File: src/rtl/lockstep_pkg.sv
// Shared register map offsets, resync FSM states and byte-enable helper for the lockstep controller.
// Latency: n/a (types and constants only); backpressure: n/a.
package lockstep_pkg;

    localparam logic [7:0] OFF_CTRL     = 8'h00;
    localparam logic [7:0] OFF_STATUS   = 8'h04;
    localparam logic [7:0] OFF_IRQ_MASK = 8'h08;
    localparam logic [7:0] OFF_RESYNC   = 8'h0C;
    localparam logic [7:0] OFF_CNT_BASE = 8'h10;

    typedef enum logic {
        RS_IDLE,
        RS_REQ
    } rs_state_e;

    function automatic logic [31:0] be_mask(input logic [3:0] be);
        return {{8{be[3]}}, {8{be[2]}}, {8{be[1]}}, {8{be[0]}}};
    endfunction

endpackage

File: src/rtl/lockstep_ctrl_unit_if.sv
// Peripheral-interconnect slave port: request channel plus registered response channel.
// Latency: response one cycle after request; backpressure: none, grant is tied high.
interface lockstep_ctrl_unit_if #(
    parameter int ID_WIDTH = 5
);
    logic                req_i;
    logic [31:0]         addr_i;
    logic                wen_i;
    logic [31:0]         wdata_i;
    logic [3:0]          be_i;
    logic [ID_WIDTH-1:0] id_i;
    logic                gnt_o;
    logic                r_valid_o;
    logic                r_opc_o;
    logic [ID_WIDTH-1:0] r_id_o;
    logic [31:0]         r_rdata_o;

    modport master (
        output req_i, addr_i, wen_i, wdata_i, be_i, id_i,
        input  gnt_o, r_valid_o, r_opc_o, r_id_o, r_rdata_o
    );

    modport slave (
        input  req_i, addr_i, wen_i, wdata_i, be_i, id_i,
        output gnt_o, r_valid_o, r_opc_o, r_id_o, r_rdata_o
    );
endinterface

File: src/rtl/lockstep_pair_ctrl.sv
// Per-pair sticky mismatch flag, saturating mismatch counter and resync request FSM.
// Latency: state updates at the next edge; backpressure: none, resync holds until acked.
module lockstep_pair_ctrl
    import lockstep_pkg::*;
#(
    parameter int CNT_WIDTH = 16
) (
    input  logic                 clk_i,
    input  logic                 rst_ni,
    input  logic                 en_i,
    input  logic                 mismatch_i,
    input  logic                 status_clr_i,
    input  logic                 cnt_clr_i,
    input  logic                 resync_start_i,
    input  logic                 resync_ack_i,
    output logic                 status_o,
    output logic [CNT_WIDTH-1:0] cnt_o,
    output logic                 busy_o,
    output logic                 resync_req_o
);

    rs_state_e            state_q, state_d;
    logic                 status_q, status_d;
    logic [CNT_WIDTH-1:0] cnt_q, cnt_d;
    logic                 counted;
    logic                 ack_clr;

    assign counted = en_i & mismatch_i & (state_q == RS_IDLE);
    assign ack_clr = (state_q == RS_REQ) & resync_ack_i;

    always_ff @(posedge clk_i or negedge rst_ni) begin
        if (!rst_ni) begin
            state_q  <= RS_IDLE;
            status_q <= 1'b0;
            cnt_q    <= '0;
        end else begin
            state_q  <= state_d;
            status_q <= status_d;
            cnt_q    <= cnt_d;
        end
    end

    always_comb begin
        state_d  = state_q;
        status_d = status_q;
        cnt_d    = cnt_q;
        case (state_q)
            RS_IDLE: if (resync_start_i) state_d = RS_REQ;
            RS_REQ:  if (resync_ack_i)   state_d = RS_IDLE;
            default: state_d = RS_IDLE;
        endcase
        // Precedence: resync completion clear, then a new mismatch, then software clear.
        if (ack_clr) begin
            status_d = 1'b0;
            cnt_d    = '0;
        end else begin
            if (counted) begin
                status_d = 1'b1;
            end else if (status_clr_i) begin
                status_d = 1'b0;
            end
            if (counted) begin
                if (cnt_clr_i) begin
                    cnt_d = CNT_WIDTH'(1);
                end else if (!(&cnt_q)) begin
                    cnt_d = cnt_q + 1'b1;
                end
            end else if (cnt_clr_i) begin
                cnt_d = '0;
            end
        end
    end

    assign status_o     = status_q;
    assign cnt_o        = cnt_q;
    assign busy_o       = (state_q == RS_REQ);
    assign resync_req_o = (state_q == RS_REQ);

endmodule

File: src/rtl/lockstep_ctrl_unit.sv
// Memory-mapped lockstep controller: decode, CTRL/IRQ_MASK registers, per-pair blocks, response stage.
// Latency: one-cycle registered response; backpressure: none, every request is granted.
module lockstep_ctrl_unit
    import lockstep_pkg::*;
#(
    parameter int          ID_WIDTH  = 5,
    parameter logic [31:0] BASE_ADDR = 32'h1020_4400,
    parameter int          N_PAIRS   = 4,
    parameter int          CNT_WIDTH = 16
) (
    input  logic               clk_i,
    input  logic               rst_ni,
    lockstep_ctrl_unit_if.slave bus,
    input  logic [N_PAIRS-1:0] mismatch_i,
    output logic [N_PAIRS-1:0] lockstep_en_o,
    output logic [N_PAIRS-1:0] resync_req_o,
    input  logic [N_PAIRS-1:0] resync_ack_i,
    output logic               irq_o
);

    logic [N_PAIRS-1:0]   ctrl_q, mask_q;
    logic [N_PAIRS-1:0]   status, busy, cnt_clr;
    logic [CNT_WIDTH-1:0] cnt [N_PAIRS];

    logic        in_win, wr, mapped, opc_d;
    logic        is_ctrl, is_status, is_mask, is_resync, is_cnt;
    logic [5:0]  off, cnt_idx;
    logic [31:0] bm, ctrl_new, mask_new, w1c_vec, start_vec, rdata_d;
    logic        unused_bits;

    always_comb begin
        in_win    = (bus.addr_i[31:8] == BASE_ADDR[31:8]);
        off       = bus.addr_i[7:2];
        cnt_idx   = off - OFF_CNT_BASE[7:2];
        is_ctrl   = (off == OFF_CTRL[7:2]);
        is_status = (off == OFF_STATUS[7:2]);
        is_mask   = (off == OFF_IRQ_MASK[7:2]);
        is_resync = (off == OFF_RESYNC[7:2]);
        is_cnt    = (off >= OFF_CNT_BASE[7:2]) && (cnt_idx < 6'(N_PAIRS));
        mapped    = is_ctrl | is_status | is_mask | is_resync | is_cnt;
        wr        = bus.req_i & ~bus.wen_i & in_win;
        bm        = be_mask(bus.be_i);
        ctrl_new  = (32'(ctrl_q) & ~bm) | (bus.wdata_i & bm);
        mask_new  = (32'(mask_q) & ~bm) | (bus.wdata_i & bm);
        w1c_vec   = (wr & is_status) ? (bus.wdata_i & bm) : '0;
        start_vec = (wr & is_resync) ? (bus.wdata_i & bm) : '0;
        for (int i = 0; i < N_PAIRS; i++) begin
            cnt_clr[i] = wr & is_cnt & (cnt_idx == 6'(i)) & (|bus.be_i);
        end
    end

    // Read data and error flag for the request of this cycle; out-of-window and unmapped answer opc=1.
    always_comb begin
        rdata_d = '0;
        opc_d   = ~(in_win & mapped);
        if (bus.wen_i && in_win) begin
            if (is_ctrl)   rdata_d = 32'(ctrl_q);
            if (is_status) rdata_d = 32'(status);
            if (is_mask)   rdata_d = 32'(mask_q);
            if (is_resync) rdata_d = 32'(busy);
            if (is_cnt) begin
                for (int i = 0; i < N_PAIRS; i++) begin
                    if (cnt_idx == 6'(i)) rdata_d = 32'(cnt[i]);
                end
            end
        end
    end

    always_ff @(posedge clk_i or negedge rst_ni) begin
        if (!rst_ni) begin
            ctrl_q <= '0;
            mask_q <= '0;
        end else begin
            if (wr && is_ctrl) ctrl_q <= ctrl_new[N_PAIRS-1:0];
            if (wr && is_mask) mask_q <= mask_new[N_PAIRS-1:0];
        end
    end

    always_ff @(posedge clk_i or negedge rst_ni) begin
        if (!rst_ni) begin
            bus.r_valid_o <= 1'b0;
            bus.r_opc_o   <= 1'b0;
            bus.r_id_o    <= '0;
            bus.r_rdata_o <= '0;
        end else begin
            bus.r_valid_o <= bus.req_i;
            if (bus.req_i) begin
                bus.r_opc_o   <= opc_d;
                bus.r_id_o    <= bus.id_i;
                bus.r_rdata_o <= rdata_d;
            end
        end
    end

    for (genvar g = 0; g < N_PAIRS; g++) begin : g_pair
        lockstep_pair_ctrl #(
            .CNT_WIDTH (CNT_WIDTH)
        ) u_pair (
            .clk_i          (clk_i),
            .rst_ni         (rst_ni),
            .en_i           (ctrl_q[g]),
            .mismatch_i     (mismatch_i[g]),
            .status_clr_i   (w1c_vec[g]),
            .cnt_clr_i      (cnt_clr[g]),
            .resync_start_i (start_vec[g]),
            .resync_ack_i   (resync_ack_i[g]),
            .status_o       (status[g]),
            .cnt_o          (cnt[g]),
            .busy_o         (busy[g]),
            .resync_req_o   (resync_req_o[g])
        );
    end

    assign bus.gnt_o     = 1'b1;
    assign lockstep_en_o = ctrl_q;
    assign irq_o         = |(status & mask_q);
    assign unused_bits   = ^{bus.addr_i[1:0], ctrl_new, mask_new, w1c_vec, start_vec};

endmodule

File: src/flat_wrapper.sv
// flat-port wrapper written by rule: the top's interface ports become plain ports
module lockstep_ctrl_unit_flat import lockstep_pkg::*;
#(
    parameter int          ID_WIDTH  = 5,
    parameter logic [31:0] BASE_ADDR = 32'h1020_4400,
    parameter int          N_PAIRS   = 4,
    parameter int          CNT_WIDTH = 16
)
  (clk_i, rst_ni, mismatch_i, lockstep_en_o, resync_req_o, resync_ack_i, irq_o, bus_req_i, bus_addr_i, bus_wen_i, bus_wdata_i, bus_be_i, bus_id_i, bus_gnt_o, bus_r_valid_o, bus_r_opc_o, bus_r_id_o, bus_r_rdata_o);
  lockstep_ctrl_unit_if #(.ID_WIDTH(ID_WIDTH)) bus_i ();
  input  logic clk_i;
  input  logic rst_ni;
  input  logic [N_PAIRS-1:0] mismatch_i;
  output logic [N_PAIRS-1:0] lockstep_en_o;
  output logic [N_PAIRS-1:0] resync_req_o;
  input  logic [N_PAIRS-1:0] resync_ack_i;
  output logic irq_o;
  input wire logic [$bits(bus_i.req_i)-1:0] bus_req_i;
  input wire logic [$bits(bus_i.addr_i)-1:0] bus_addr_i;
  input wire logic [$bits(bus_i.wen_i)-1:0] bus_wen_i;
  input wire logic [$bits(bus_i.wdata_i)-1:0] bus_wdata_i;
  input wire logic [$bits(bus_i.be_i)-1:0] bus_be_i;
  input wire logic [$bits(bus_i.id_i)-1:0] bus_id_i;
  output wire logic [$bits(bus_i.gnt_o)-1:0] bus_gnt_o;
  output wire logic [$bits(bus_i.r_valid_o)-1:0] bus_r_valid_o;
  output wire logic [$bits(bus_i.r_opc_o)-1:0] bus_r_opc_o;
  output wire logic [$bits(bus_i.r_id_o)-1:0] bus_r_id_o;
  output wire logic [$bits(bus_i.r_rdata_o)-1:0] bus_r_rdata_o;
  assign bus_i.req_i = bus_req_i;
  assign bus_i.addr_i = bus_addr_i;
  assign bus_i.wen_i = bus_wen_i;
  assign bus_i.wdata_i = bus_wdata_i;
  assign bus_i.be_i = bus_be_i;
  assign bus_i.id_i = bus_id_i;
  assign bus_gnt_o = bus_i.gnt_o;
  assign bus_r_valid_o = bus_i.r_valid_o;
  assign bus_r_opc_o = bus_i.r_opc_o;
  assign bus_r_id_o = bus_i.r_id_o;
  assign bus_r_rdata_o = bus_i.r_rdata_o;
  lockstep_ctrl_unit #(.ID_WIDTH(ID_WIDTH), .BASE_ADDR(BASE_ADDR), .N_PAIRS(N_PAIRS), .CNT_WIDTH(CNT_WIDTH)) u_core (.clk_i(clk_i), .rst_ni(rst_ni), .bus(bus_i), .mismatch_i(mismatch_i), .lockstep_en_o(lockstep_en_o), .resync_req_o(resync_req_o), .resync_ack_i(resync_ack_i), .irq_o(irq_o));
endmodule
File: config.mk
export PLATFORM = sky130hd
export DESIGN_NAME = lockstep_ctrl_unit_flat
export DESIGN_NICKNAME = d
export VERILOG_FILES = /design/src/rtl/lockstep_pkg.sv /design/src/rtl/lockstep_ctrl_unit_if.sv /design/src/rtl/lockstep_pair_ctrl.sv /design/src/rtl/lockstep_ctrl_unit.sv /design/src/flat_wrapper.sv
export SDC_FILE = /design/constraint.sdc
export NUM_CORES = 1
export LEC_CHECK = 0
export BUFFER_PORTS_ARGS = -buffer_cell sky130_fd_sc_hd__buf_2
export CAP_MARGIN = 20
export CORE_MARGIN = 5
export CORE_UTILIZATION = 50
export DETAILED_ROUTE_END_ITERATION = 10
export PLACE_DENSITY = 0.72
export SETUP_SLACK_MARGIN = 0.4
export SLEW_MARGIN = 20
export SYNTH_ARGS = -nofsm -noshare
export SYNTH_HDL_FRONTEND = slang
export SYNTH_SLANG_ARGS = --single-unit
File: constraint.sdc
create_clock -name clk_i -period 3.7 [get_ports clk_i]
set_input_delay 0.37 -clock clk_i [delete_from_list [all_inputs] [get_ports clk_i]]
set_output_delay 0.37 -clock clk_i [all_outputs]
set_load 0.02 [all_outputs]
**Word level (Yosys, flattened, before mapping)**

Cells that the tools add are included.

- Add/sub/neg operators: 5
- Magnitude comparators: 2
- Equality and inequality tests: 11
- Multiplexer cells: 56
- Bitwise gates (word level): 43
- Reductions and logical operators: 24

Operator list:

| kind | count |
|---|---|
| $mux 16 | 24 |
| $add 16x1->16 const B | 4 |
| $mux 32 | 2 |
| $reduce_and 16->1 | 4 |
| $and 1x1->1 | 26 |
| $eq 24x21->1 const B | 1 |
| $eq 6x2->1 const B | 4 |
| $mux 4 | 6 |
| $reduce_bool 3->1 | 8 |
| $mux 1 | 20 |
| $and 4x4->4 | 4 |
| $eq 6x1->1 const B | 2 |
| $logic_not 6->1 | 2 |
| $ne 3x3->1 const B | 4 |
| $or 4x4->4 | 2 |
| $pmux 1 s2 | 4 |
| $reduce_and 2->1 | 4 |
| $reduce_or 4->1 | 2 |
| $ge 6x3->1 const B | 1 |
| $lt 6x3->1 const B | 1 |
| $not 1->1 | 6 |
| $sub 6x3->6 const B | 1 |
| $logic_and 1x1->1 | 4 |
| $not 4->4 | 1 |
| $or 1x1->1 | 4 |

- Flip-flop bits (word level): 119
- Logic and storage cells: 159

**Logic depth before layout (Yosys ltp)**

- Depth in word-level cells: 11
- Mapped depth: 10

**Modules after synthesis**

From an unflattened synthesis, not the netlist that was laid out.

- Cells, all modules: 631
- Area, all modules: 6486.2 um^2

Modules (own cells, without submodules):

| module | times used | cells an instance | area each (um^2) | sequential area each (um^2) |
|---|---|---|---|---|
| lockstep_ctrl_unit | 1 | 171 | 2239.6 | 775.7 |
| lockstep_pair_ctrl at u_core.g_pair[2].u_pair ... | 2 | 115 | 1072.3 | 450.4 |
| lockstep_pair_ctrl at u_core.g_pair[0].u_pair ... | 2 | 115 | 1051.0 | 450.4 |

**Least setup slack after synthesis**

OpenSTA, ideal clock, no wires.

- Kind: input-to-reg
- Start: input bus_addr_i[5]
- End: register u_core.g_pair[1].u_pair.cnt_q[3]
- Arrival: 2270 ps
- Data required time: 3574 ps
- Slack: 1304 ps
- Stages on the path: 6
- Buffers on the path: 1
- Cells stage by stage: or4b_4 > or4_4 > nor4_4 > nor2_2 > buf_2 > a221o_1

- Word-level cells in the longest chain between the ends: 9

Ends and longest elaborated chain:

| what | RTL line | text |
|---|---|---|
| start, declared | flat_wrapper.sv:19 | `input wire logic [$bits(bus_i.addr_i)-1:0] bus_addr_i;` |
| $sub 6x3->6 | lockstep_ctrl_unit.sv:34 | `cnt_idx = off - OFF_CNT_BASE[7:2];` |
| $lt 6x3->1 | lockstep_ctrl_unit.sv:39 | `is_cnt = (off >= OFF_CNT_BASE[7:2]) && (cnt_idx < 6'(N_PAIRS));` |
| $logic_and 1x1->1 | lockstep_ctrl_unit.sv:39 |  |
| $and 1x1->1 | lockstep_ctrl_unit.sv:48 | `cnt_clr[i] = wr & is_cnt & (cnt_idx == 6'(i)) & (\|bus.be_i);` |
| $and 1x1->1 * (2 in a row) | lockstep_ctrl_unit.sv:48 |  |
| $mux 16 | lockstep_pair_ctrl.sv:63 | `if (cnt_clr_i) begin` |
| $mux 16 | lockstep_pair_ctrl.sv:62 | `if (counted) begin` |
| $mux 16 | lockstep_pair_ctrl.sv:53 | `if (ack_clr) begin` |
| end signal, assigned | lockstep_pair_ctrl.sv:39 | `cnt_q <= cnt_d;` |
| end, declared | lockstep_pair_ctrl.sv:24 | `logic [CNT_WIDTH-1:0] cnt_q, cnt_d;` |

Mark *: on every way between the ends. The rest lies on a longest branch, timed or not.
A chain may end at the register's enable or synchronous reset.

**Final worst setup path**

- Start: register u_core.g_pair[2].u_pair.cnt_q[0]
- End: register u_core.g_pair[2].u_pair.cnt_q[12]

- Word-level cells in the longest chain between the ends: 5

Ends and longest elaborated chain:

| what | RTL line | text |
|---|---|---|
| start, declared | lockstep_pair_ctrl.sv:24 |  |
| start signal, assigned | lockstep_pair_ctrl.sv:39 |  |
| $add 16x1->16 | lockstep_pair_ctrl.sv:66 | `cnt_d = cnt_q + 1'b1;` |
| $mux 16 | lockstep_pair_ctrl.sv:65 | `end else if (!(&cnt_q)) begin` |
| $mux 16 | lockstep_pair_ctrl.sv:63 |  |
| $mux 16 | lockstep_pair_ctrl.sv:62 |  |
| $mux 16 | lockstep_pair_ctrl.sv:53 |  |

Parallel ways exist; a longest one is shown, timed or not. The select of a mux whose other input is x is not followed.

==> summary.txt <==
CTS
  – Post-CTS setup buffers: 0
  – Clk slew on worst S/H paths: 0.07 ns
  – CTS tree: yes
  – Hold buffer count at cts: 0
  – CTS resizes: 0
  – # clock sinks: 103
  – Cts bufs inserted: 9
  – CTS H-Tree Depth: 3
  – Clk Latency, worst-skew pair: 0.35 ns
  – CTS max path bufs: 2
  – Root buf cell: clkbuf_16

Placed design
  – Dpl cell area: 6550 um^2
  – IO Port Bufs: 86
  – Gp weighted congestion: 0.917
  – Dpl hpwl: 12.5 mm

Final layout
  – Final Util: 57.0%
  – Share of cells above drive strength 1: 21.2%
  – # fillers: 1034
  – Net count, final: 792
  – Area growth syn-to-layout: 11.6%
  – Post-Layout Inst Area: 6850 um^2
  – N_diodes: 0

Synth
  – Synth Cell Area: 6140 um^2
  – Post-synthesis xor/xnor area fraction: 3.85%
  – Post-synthesis adder-cell area fraction: 0.815%
  – Cell variety after synth: 64
  – Mux contribution to synthesized area: 9.62%
  – Combinational family with the most area after synthesis: simple AND/OR/NAND/NOR gates
  – Post-synthesis compound-gate area fraction: 15.7%
  – Synth Instances: 638
  – Synth Flop Type: dfrtp_1
  – Register area share after synthesis: 42.0%
  – Ys Warns: 0
  – Post-synth EDFFs: 0
  – Avg Cell Area, Syn: 9.62 um^2
  – Flops & latches, synth: 103
  – Simple-gate share of the synthesized area: 21.1%
  – Asr flop ratio synth: 100%

Timing
  – Final hold violation count: 0
  – Fmax: 364 MHz
  – Min cycle time layout: 2.75 ns
  – Slew @ Worst Pin: 1.07 ns
  – TNS Setup: 0 ns
  – Setup Viol. Count Final: 0
  – Slew headroom: 27.8%
  – Tcrit/Tclk final: 74.3%
  – RSZ-0062 raised after global routing: false
  – Pins Over Slew Limit: 0
  – Max Clock Skew: 0.00701 ns

Floorplanning
  – Core area: 12000 um^2
  – Die X: 121 um
  – Die height: 121 um
  – Top Ports: 134
  – Num rows: 40
  – Initial Utilization: 51.1%
  – Area of the die: 14600 um^2

Global routing
  – Largest net degree at the start of global routing: 66
  – GRT overflow: 0
  – Initial antenna violation count: 0
  – Vias in the first global route: 5218
  – GRT Total Usage: 23.9%
  – First-pass GRT wire length: 27.4 mm

Power and ir drop
  – Max IR drop VDD: 206 uV
  – Power Dens Cells: 327 nW/um^2
  – P_leak: 3.07 nW

Routing
  – Drt drc: 0
  – Final wirelength: 16.6 mm
  – Post-DR wirelength/cell: 19.5 um
  – Via count: 5291
  – DRT Pass-1 Iters: 5
  – Initial drt markers: 485
  – Via-per-instance ratio: 6.19
  – Antenna Violating Nets Remaining: 0

Critical path
  – Worst path slowest cell: nor3_2
  – CP Max Fanout: 12
  – Cells along the critical path: ha_1 -> nand4_1 -> or3_1 -> o21a_1 -> nor3_2 -> nor2_1 -> a22o_1
  – CP startpoint: u_core.g_pair[2].u_pair.cnt_o[0]
  – WP data arrival: 2.99 ns
  – Slowest cell delay on critical path: 0.54 ns
  – CP Capture Type: flop
  – CP Class: flop to flop
  – Startpoint Class: flop
  – Crit path required time: 3.94 ns
  – R2R Path Start: u_core.g_pair[2].u_pair.cnt_o[0]

Run
  – Total of max-cap violations: 0

Run status
  – Outcome: completed

Min path
  – Worst Hold Class: primary input to asynchronous set/reset pin
cell usage after synthesis (5+ instances only):
cell | count | area share, %
dfrtp_1 | 103 | 42
nor2_1 | 63 | 3.9
nand2_1 | 51 | 3.1
inv_1 | 26 | 1.6
buf_4 | 25 | 3.1
nand3_1 | 24 | 2.0
a21oi_1 | 23 | 1.9
o21ai_0 | 23 | 1.9
nor3_1 | 20 | 1.6
clkbuf_1 | 18 | 1.1
nand4_1 | 18 | 1.8
mux2_2 | 16 | 2.9
mux4_2 | 16 | 5.9
o2bb2ai_1 | 14 | 2.0
xor2_1 | 14 | 2.0
xnor2_1 | 13 | 1.9
and3_1 | 11 | 1.1
o31ai_1 | 11 | 1.3
and4_1 | 10 | 1.4
nor4_1 | 10 | 1.0
a21o_1 | 9 | 1.1
o211ai_1 | 9 | 1.1
a22o_1 | 7 | 1.0
and2_1 | 7 | 0.71
buf_2 | 6 | 0.49
or3_1 | 6 | 0.61
a31oi_1 | 5 | 0.51
mux2i_1 | 5 | 0.82
nand2b_1 | 5 | 0.51
metal layers:
metal | GRT usage [%] | part of all wire [%] | wire (um) | up-vias
met5 | 0 | 0 | 0 | -
met4 | 6.87 | 2.6 | 439 | 0
met3 | 6.83 | 8.6 | 1420 | 35
met2 | 37.8 | 46 | 7670 | 241
met1 | 32.1 | 43 | 7100 | 2550
li1 | - | - | - | 2465
worst paths after layout:
check	end	slack [ns]	cells past startpoint
worst max-delay path	u_core.g_pair[2].u_pair.cnt_o[12]	0.95	7
worst min-delay path	u_core.g_pair[1].u_pair.cnt_o[4]	0.13	1
worst max register to register	u_core.g_pair[2].u_pair.cnt_o[12]	0.95	7
worst min register to register	u_core.bus.r_rdata_o[8]	0.48	1
max in group asynchronous	u_core.bus.r_rdata_o[5]	2.71	2
min in group clk_i	u_core.g_pair[0].u_pair.busy_o	0.22	2
cell families (layout without fill, tap and decap cells):
group / count (synthesis) / in the layout
AND/OR/NAND/NOR: 247 / 247
AO/OA/AOI/OAI: 137 / 137
flip-flops: 103 / 103
buffers and inverters: 81 / 136
multiplexers: 37 / 37
XOR/XNOR: 27 / 27
adder cells (fa/ha/maj): 4 / 4
other: 2 / 17
worst max-delay path: cells and delay by family (launching register included):
| family | cells | cell delay, ns |
|---|---|---|
| simple gates | 4 | 1.47 |
| compound gates | 2 | 0.52 |
| flops | 1 | 0.42 |
| fa+ha+maj | 1 | 0.22 |
metrics by stage:
stage | cells | setup WS, ns | hold slack [ns] | total power [mW]
floorplan | 653 | 1.30 | 0.0744 | 1.23
global placement | 839 | 0.696 | 0.469 | 1.29
detailed placement | 839 | 0.584 | 0.468 | 1.29
CTS | 855 | 0.582 | 0.166 | 2.25
global route | 855 | 0.783 | 0.199 | 2.32
finish | 855 | 0.950 | 0.128 | 2.24
placed cells by master (no fill, tap or decap), types with 11 or more instances in the layout:
cell | synthesis | final
a21oi_1 | 23 | 23
and3_1 | 11 | 11
buf_2 | 6 | 85
conb_1 | 2 | 17
dfrtp_1 | 103 | 103
inv_1 | 26 | 26
mux2_2 | 16 | 16
mux4_2 | 16 | 16
nand2_1 | 51 | 51
nand3_1 | 24 | 24
nand4_1 | 18 | 18
nor2_1 | 63 | 63
nor3_1 | 20 | 19
o21ai_0 | 23 | 23
o2bb2ai_1 | 14 | 14
o31ai_1 | 11 | 11
xnor2_1 | 13 | 13
xor2_1 | 14 | 14
registers in the layout (all words and copies together), names as in the netlist, named ones only:
signal and count:
u_core.bus.r_id_o 5, u_core.bus.r_valid_o 1, u_core.g_pair.u_pair.status_o 4, u_core.g_pair.u_pair.busy_o 4
u_core.bus.r_rdata_o 16, u_core.bus.r_opc_o 1, u_core.g_pair.u_pair.cnt_o 64
final cells by class:
cell class | instances | area [um^2] | area share (%)
clock buffers | 13 | 250 | 3.65
inverters | 27 | 101 | 1.48
flip-flops and latches | 103 | 2580 | 37.6
well taps | 147 | 184 | 2.69
multi-input cells | 469 | 3210 | 46.8
repair buffers | 93 | 485 | 7.09
clock inverters | 3 | 42.5 | 0.621
power by group:
group | switching [mW] | internal, mW
logic | 0.0903 | 0.0451
clock network | 0.426 | 0.544
registers | 0.00276 | 1.13
No activity file was read; power rests on OpenSTA's default activity.
